$ cat src/rtl/mem_arbiter_unit.sv
`default_nettype none
// ============================================================================
// mem_arbiter_unit
// Round-robin arbiter sequencing byte/half/word transfers from several
// requesters over a single 8-bit RAM/IO bus.
// Revision: 1.0
// ============================================================================
module mem_arbiter_unit #(
  parameter int                   NUM_PORTS  = 2,
  parameter int                   ADDR_W     = 32,
  parameter logic [31:0]          IO_BASE    = 32'h0003_0000,
  parameter logic [NUM_PORTS-1:0] FLUSH_MASK = {NUM_PORTS{1'b1}}
) (
  input  logic                        clk_in,
  input  logic                        rst_in,
  input  logic                        rdy_in,
  input  logic [7:0]                  mem_din,
  output logic [7:0]                  mem_dout,
  output logic [31:0]                 mem_a,
  output logic                        mem_wr,
  input  logic                        io_buffer_full,
  input  logic                        flush_in,
  input  logic [NUM_PORTS-1:0]        req_valid,
  input  logic [NUM_PORTS-1:0]        req_wr,
  input  logic [NUM_PORTS*ADDR_W-1:0] req_addr,
  input  logic [NUM_PORTS*3-1:0]      req_len,
  input  logic [NUM_PORTS*32-1:0]     req_wdata,
  output logic [NUM_PORTS-1:0]        resp_valid,
  output logic [31:0]                 resp_data
);

  localparam int PW = (NUM_PORTS > 1) ? $clog2(NUM_PORTS) : 1;

  localparam logic [1:0] S_IDLE = 2'd0;
  localparam logic [1:0] S_XFER = 2'd1;
  localparam logic [1:0] S_WAIT = 2'd2;
  localparam logic [1:0] S_RESP = 2'd3;

  logic [1:0]        state_q, state_d;
  logic [PW-1:0]     port_q, port_d;
  logic [PW-1:0]     last_q, last_d;
  logic              wr_q, wr_d;
  logic [ADDR_W-1:0] addr_q, addr_d;
  logic [2:0]        len_q, len_d;
  logic [31:0]       wdata_q, wdata_d;
  logic [1:0]        k_q, k_d;
  logic [1:0]        lastk_q, lastk_d;
  logic [31:0]       data_q, data_d;

  logic [ADDR_W-1:0] w_addr_arr  [NUM_PORTS];
  logic [2:0]        w_len_arr   [NUM_PORTS];
  logic [31:0]       w_wdata_arr [NUM_PORTS];

  for (genvar p = 0; p < NUM_PORTS; p++) begin : g_unpack
    assign w_addr_arr[p]  = req_addr[p*ADDR_W +: ADDR_W];
    assign w_len_arr[p]   = req_len[p*3 +: 3];
    assign w_wdata_arr[p] = req_wdata[p*32 +: 32];
  end

  logic [NUM_PORTS-1:0] w_elig;
  logic                 w_found;
  logic [PW-1:0]        w_grant;
  int                   w_idx;

  assign w_elig = req_valid & ~(flush_in ? FLUSH_MASK : '0);

  // Scan downward so the last hit is the nearest port after last_q.
  always_comb begin
    w_found = 1'b0;
    w_grant = '0;
    w_idx   = 0;
    for (int i = NUM_PORTS; i >= 1; i--) begin
      w_idx = int'(last_q) + i;
      if (w_idx >= NUM_PORTS) w_idx = w_idx - NUM_PORTS;
      if (w_elig[PW'(w_idx)]) begin
        w_found = 1'b1;
        w_grant = PW'(w_idx);
      end
    end
  end

  logic [ADDR_W-1:0] w_cur;
  logic [31:0]       w_cur32;
  logic              w_stall;
  logic              w_abort;
  logic [1:0]        w_km1;
  logic [2:0]        w_sel_len;
  logic [31:0]       w_ext;
  logic [NUM_PORTS-1:0] w_onehot;

  assign w_cur     = addr_q + ADDR_W'(k_q);
  assign w_cur32   = 32'(w_cur);
  assign w_stall   = wr_q & (w_cur32 >= IO_BASE) & io_buffer_full;
  assign w_abort   = flush_in & ~wr_q & FLUSH_MASK[port_q];
  assign w_km1     = k_q - 2'd1;
  assign w_sel_len = w_len_arr[w_grant];

  always_comb begin
    for (int p = 0; p < NUM_PORTS; p++) begin
      w_onehot[p] = (port_q == PW'(p));
    end
  end

  always_comb begin
    case (len_q[1:0])
      2'b00:   w_ext = len_q[2] ? {24'd0, data_q[7:0]}  : {{24{data_q[7]}},  data_q[7:0]};
      2'b01:   w_ext = len_q[2] ? {16'd0, data_q[15:0]} : {{16{data_q[15]}}, data_q[15:0]};
      default: w_ext = data_q;
    endcase
  end

  always_ff @(posedge clk_in or posedge rst_in) begin
    if (rst_in) state_q <= S_IDLE;
    else        state_q <= state_d;
  end

  always_ff @(posedge clk_in or posedge rst_in) begin
    if (rst_in) begin
      port_q  <= '0;
      last_q  <= PW'(NUM_PORTS - 1);
      wr_q    <= 1'b0;
      addr_q  <= '0;
      len_q   <= '0;
      wdata_q <= '0;
      k_q     <= '0;
      lastk_q <= '0;
      data_q  <= '0;
    end else begin
      port_q  <= port_d;
      last_q  <= last_d;
      wr_q    <= wr_d;
      addr_q  <= addr_d;
      len_q   <= len_d;
      wdata_q <= wdata_d;
      k_q     <= k_d;
      lastk_q <= lastk_d;
      data_q  <= data_d;
    end
  end

  always_comb begin
    state_d = state_q;
    port_d  = port_q;
    last_d  = last_q;
    wr_d    = wr_q;
    addr_d  = addr_q;
    len_d   = len_q;
    wdata_d = wdata_q;
    k_d     = k_q;
    lastk_d = lastk_q;
    data_d  = data_q;
    if (rdy_in) begin
      case (state_q)
        S_IDLE: begin
          if (w_found) begin
            state_d = S_XFER;
            port_d  = w_grant;
            wr_d    = req_wr[w_grant];
            addr_d  = w_addr_arr[w_grant];
            len_d   = w_sel_len;
            wdata_d = w_wdata_arr[w_grant];
            k_d     = 2'd0;
            data_d  = '0;
            case (w_sel_len[1:0])
              2'b00:   lastk_d = 2'd0;
              2'b01:   lastk_d = 2'd1;
              default: lastk_d = 2'd3;
            endcase
          end
        end
        S_XFER: begin
          if (w_abort) begin
            state_d = S_IDLE;
          end else if (!w_stall) begin
            // Read data lags its address by one cycle.
            if (!wr_q && (k_q != 2'd0)) data_d[{w_km1, 3'b000} +: 8] = mem_din;
            if (k_q == lastk_q) state_d = wr_q ? S_RESP : S_WAIT;
            else                k_d = k_q + 2'd1;
          end
        end
        S_WAIT: begin
          if (w_abort) begin
            state_d = S_IDLE;
          end else begin
            data_d[{lastk_q, 3'b000} +: 8] = mem_din;
            state_d = S_RESP;
          end
        end
        S_RESP: begin
          state_d = S_IDLE;
          if (!w_abort) last_d = port_q;
        end
        default: state_d = S_IDLE;
      endcase
    end
  end

  always_comb begin
    mem_a      = '0;
    mem_wr     = 1'b0;
    mem_dout   = '0;
    resp_valid = '0;
    resp_data  = '0;
    case (state_q)
      S_XFER: begin
        mem_a    = w_cur32;
        mem_dout = wdata_q[{k_q, 3'b000} +: 8];
        mem_wr   = wr_q & rdy_in & ~w_stall;
      end
      S_RESP: begin
        if (rdy_in && !w_abort) begin
          resp_valid = w_onehot;
          resp_data  = wr_q ? 32'd0 : w_ext;
        end
      end
      default: ;
    endcase
  end

endmodule
`default_nettype wire

$ cat config.mk
export PLATFORM = sky130hd
export DESIGN_NAME = mem_arbiter_unit
export DESIGN_NICKNAME = d
export VERILOG_FILES = /design/src/rtl/mem_arbiter_unit.sv
export SDC_FILE = /design/constraint.sdc
export NUM_CORES = 1
export LEC_CHECK = 0
export BUFFER_PORTS_ARGS = -buffer_cell sky130_fd_sc_hd__clkbuf_2
export CAP_MARGIN = 20
export CORE_UTILIZATION = 25
export CTS_CLUSTER_SIZE = 24
export DETAILED_ROUTE_END_ITERATION = 16
export GPL_ROUTABILITY_DRIVEN = 1
export GPL_TIMING_DRIVEN = 0
export SYNTH_ARGS = -nofsm -noshare
export SYNTH_HDL_FRONTEND = slang
export SYNTH_SLANG_ARGS = --single-unit
$ cat constraint.sdc
create_clock -name clk_in -period 7.6 [get_ports clk_in]
set_input_delay 1.52 -clock clk_in [delete_from_list [all_inputs] [get_ports clk_in]]
set_output_delay 1.52 -clock clk_in [all_outputs]
set_load 0.02 [all_outputs]
==> metrics.md <==
| Metric | Value |
|---|---|
| Pleak | `around 4.2 nW` |
| Multi-input logic area | `4630 µm²` |
| CP Capture Type | `primary output` |
| Setup_tns | `0 ns` |
| TritonCTS clock tree | `yes` |
| Highest Clock Rate | `0.194 GHz` |
| Worst slew pin tran | `roughly 1.0 ns` |
| Fin Clk Skew | `0.0134 ns` |
| Post-CTS Setup Bufs | `0` |
| H-tree depth | `3` |
| Synthesized cell area | `~7800 µm²` |
| DRT Pass-1 Iters | `5` |
| R2R cell count | `10` |
| GRT Max-Usage Layer | `met2` |
| Startpoint types | `flip-flop` |
| Status | `finished, final reports clean` |
| GR Layer Usage met1 | `around 23%` |
| Post-synth EDFFs | `0` |
| Critical Path RT | `between 6 and 7 ns` |
| Fin. Hold Viols | `0` |
| Post-route ant nets | `0` |
| WL per Instance | `16.8 µm` |
| Die width | `178 µm` |
| RePlAce Congestion | `0.877` |
| Fill count | `3343` |
| Commonest non-fill, non-tap cells in the layout | `221 x clkbuf_2, 152 x o21ai_0, 145 x nand2_1, 106 x dfrtp_1, 93 x nor2_1` |
| Starting Density | `25.4%` |
| Seq/Total Area, Yosys | `34.5%` |
| Total grt overflow | `0` |
| M2 GR Usage | `28.9%` |
| Clock transition at path regs | `0.09 ns` |
| Largest net degree at the start of global routing | `between 70 and 80` |
| Synth Net Count | `between 1000 and 1500` |
| Yosys reg bits | `107` |
| Startpoint of the worst hold path | `wdata_q[24]` |
| Met3 GRT Util | `between 2 and 2.5%` |
| Tmin final | `5.17 ns` |
| Most common cell after layout, fill and taps aside | `clkbuf_2` |
| N_diodes | `0` |
| Synthesized area per cell | `8.04 µm²` |
| Distinct cells, synth | `58` |
| Nets@finish | `1369` |
| Hold_buf cts | `0` |
| Top cell type's share of synthesized area | `about a third` |
| Vias in the first global route | `7613` |
| Tot GR Track Use | `17.1%` |
| Capturing point of the worst reg2reg path | `state_q[1]` |
| Reg-to-reg setup timing slack | `4.25 ns` |
| RSZ-0062 raised after global routing | `false` |
| DR iter-0 viols | `596` |
| Drt drc | `0` |
| Type of the tightest min-delay check | `reg2reg` |
| Arrival time of the worst setup path | `between 3 and 4 ns` |
| Fin crit share | `68.0%` |
| Die area | `31800 µm²` |
| Pwr Density | `323 nW/µm²` |
| CTS sink count | `107` |
| Syn-to-layout area delta | `24.9%` |
| Maximum vdd drop | `0.152 mV` |
| CTS resizes | `0` |
| Clock Tree Buf Depth | `2` |
| Area leader, netlist | `dfrtp_1` |
| TritonCTS buffer count | `9` |
| I/O Pins | `226` |
| I/O Buffers | `around 220` |
| Worst hold slack | `between 0.4 and 0.5 ns` |
| Kind of critical path | `reg2out` |
| Register area | `2680 µm²` |
| Hold endpoint | `wdata_q[24]` |
| Layout cells sized above 1 | `22.6%` |
| R2r startpoint | `k_q[0]` |
| Slew Viols, Final | `0` |
| Ys async rst share | `100%` |
| Cell count of the worst hold path | `2` |
| Top cells by area, synth | `dfrtp_1 34%, o21ai_0 9.8%, mux2i_1 9.0%` |
| FP Rows | `64` |
| Setup-failing EPs final | `0` |
| Top_reg_cell synth | `dfrtp_1` |
| Slew HR | `29.4%` |
| Placeable core region | `roughly 31000 µm²` |
| Placed Cells | `between 1500 and 2000` |
| Layout Cells excl Fill | `1601` |
| MaxCap Viol Count | `0` |
| Die Ht | `approximately 180 µm` |
| Crit-path max cell delay | `0.56 ns` |
| Slowest CP cell | `or4_4` |
| Final Routed Wirelength | `27000 µm` |
| DR vias | `7973` |
| Final HPWL DP | `20400 µm` |
| YS warnings | `0` |
| Wire length of the first global-routing pass | `41700 µm` |
| Crit path cell chain | `ha_1, fa_1, and4_1, clkbuf_1, nand4_1, or4_4, a22oi_2, nand4_2, o21ai_0, and4_1, clkbuf_2` |
| Later-pin clock latency in the skew report | `0.36 ns` |
| DR vias/cell | `about 5` |
| Syn Inst Count | `966` |
| Initial antenna violation count | `0` |
| Worst path most repeated cell | `and4_1` |
| Worst-path fanout max | `10` |
| CTS Root Cell | `clkbuf_16` |
sequential cells by signal, indices dropped and copies added, names as in the netlist:
name	count
lastk_q	2
state_q	2
wdata_q	32
port_q	1
data_q	32
last_q	1
addr_q	32
k_q	2
len_q	2
wr_q	1
cell usage after synthesis (2+ instances only):
cell       count
or3_1          4
o21ai_0      152
and4_1         4
nor2b_1        8
nand4b_1       3
clkbuf_1      60
nor4_1         3
nor4b_1        3
a22oi_1       33
or4_4          2
o2bb2ai_1      2
a21oi_1       28
a22o_1        32
nor3_1         5
mux2i_1       70
nand2b_1       5
buf_1          5
and3b_1        3
xor2_1        19
mux2_2         2
ha_1          17
nor2_1        93
mux4_2         8
nand2_1      145
dfrtp_1      106
nand4_1       16
o21bai_1       2
nand3_1       22
buf_2         11
o31ai_1        3
inv_1         41
and2_1        13
and3_1         9
xnor2_1       13
through the flow:
step	cell area, µm²	setup slack [ns]	power, mW	util [%]
floorplan	7760	3.20	2.08	-
global placement	9360	1.71	2.61	30.6
detailed placement	9390	2.43	2.64	30.7
CTS	9690	2.37	3.15	31.7
global route	9700	2.14	3.38	31.7
finish	9700	2.43	3.13	31.7
layout make-up:
class | count | share of cell area [%]
plain buffers | 77 | 3.14
clock buffers | 10 | 2.36
clock inverters | 6 | 0.658
inverters | 41 | 1.64
multi-input cells | 741 | 47.7
flip-flops and latches | 107 | 27.6
well taps | 396 | 5.11
repair buffers | 223 | 11.8
critical path, delay by kind of cell (launching register included):
family	cells	cell delay (ns)
AND/OR/NAND/NOR	5	1.38
adder cells (fa/ha/maj)	2	0.56
flip-flops	1	0.54
buffers and inverters	2	0.44
AO/OA/AOI/OAI	2	0.37
where the power goes:
part | switching, mW | internal [mW] | leakage, nW
Clock | 0.258 | 0.234 | 0.140
Sequential | 0.204 | 0.792 | 1.38
Combinational | 1.06 | 0.580 | 2.66
cells by family after synthesis:
family | after synthesis | synth area share, %
and+or+nand+nor | 346 | 20.7
AOI/OAI and AO/OA | 264 | 20.5
buffers and inverters | 118 | 5.90
DFF | 107 | 34.5
muxes | 81 | 11.8
xor gates and xnor gates | 32 | 3.61
adders and majority gates | 18 | 3.00
routing by layer:
metal,wire length [µm],vias to the layer above
met3,1640,18
met2,12900,304
met4,312,0
li1,-,3842
met5,0,-
met1,12100,3809
worst max-delay path by stage:
stage / from / end / cells after the start
after floorplan: flush_in / resp_data[21] / 8
after global placement: rst_in / data_q[26] / 2
after detailed placement: flush_in / resp_data[22] / 10
after CTS: k_q[0] / mem_wr / 11
after global routing: k_q[0] / mem_wr / 10
final: k_q[0] / mem_wr / 11
No activity file was read; power rests on OpenSTA's default activity.
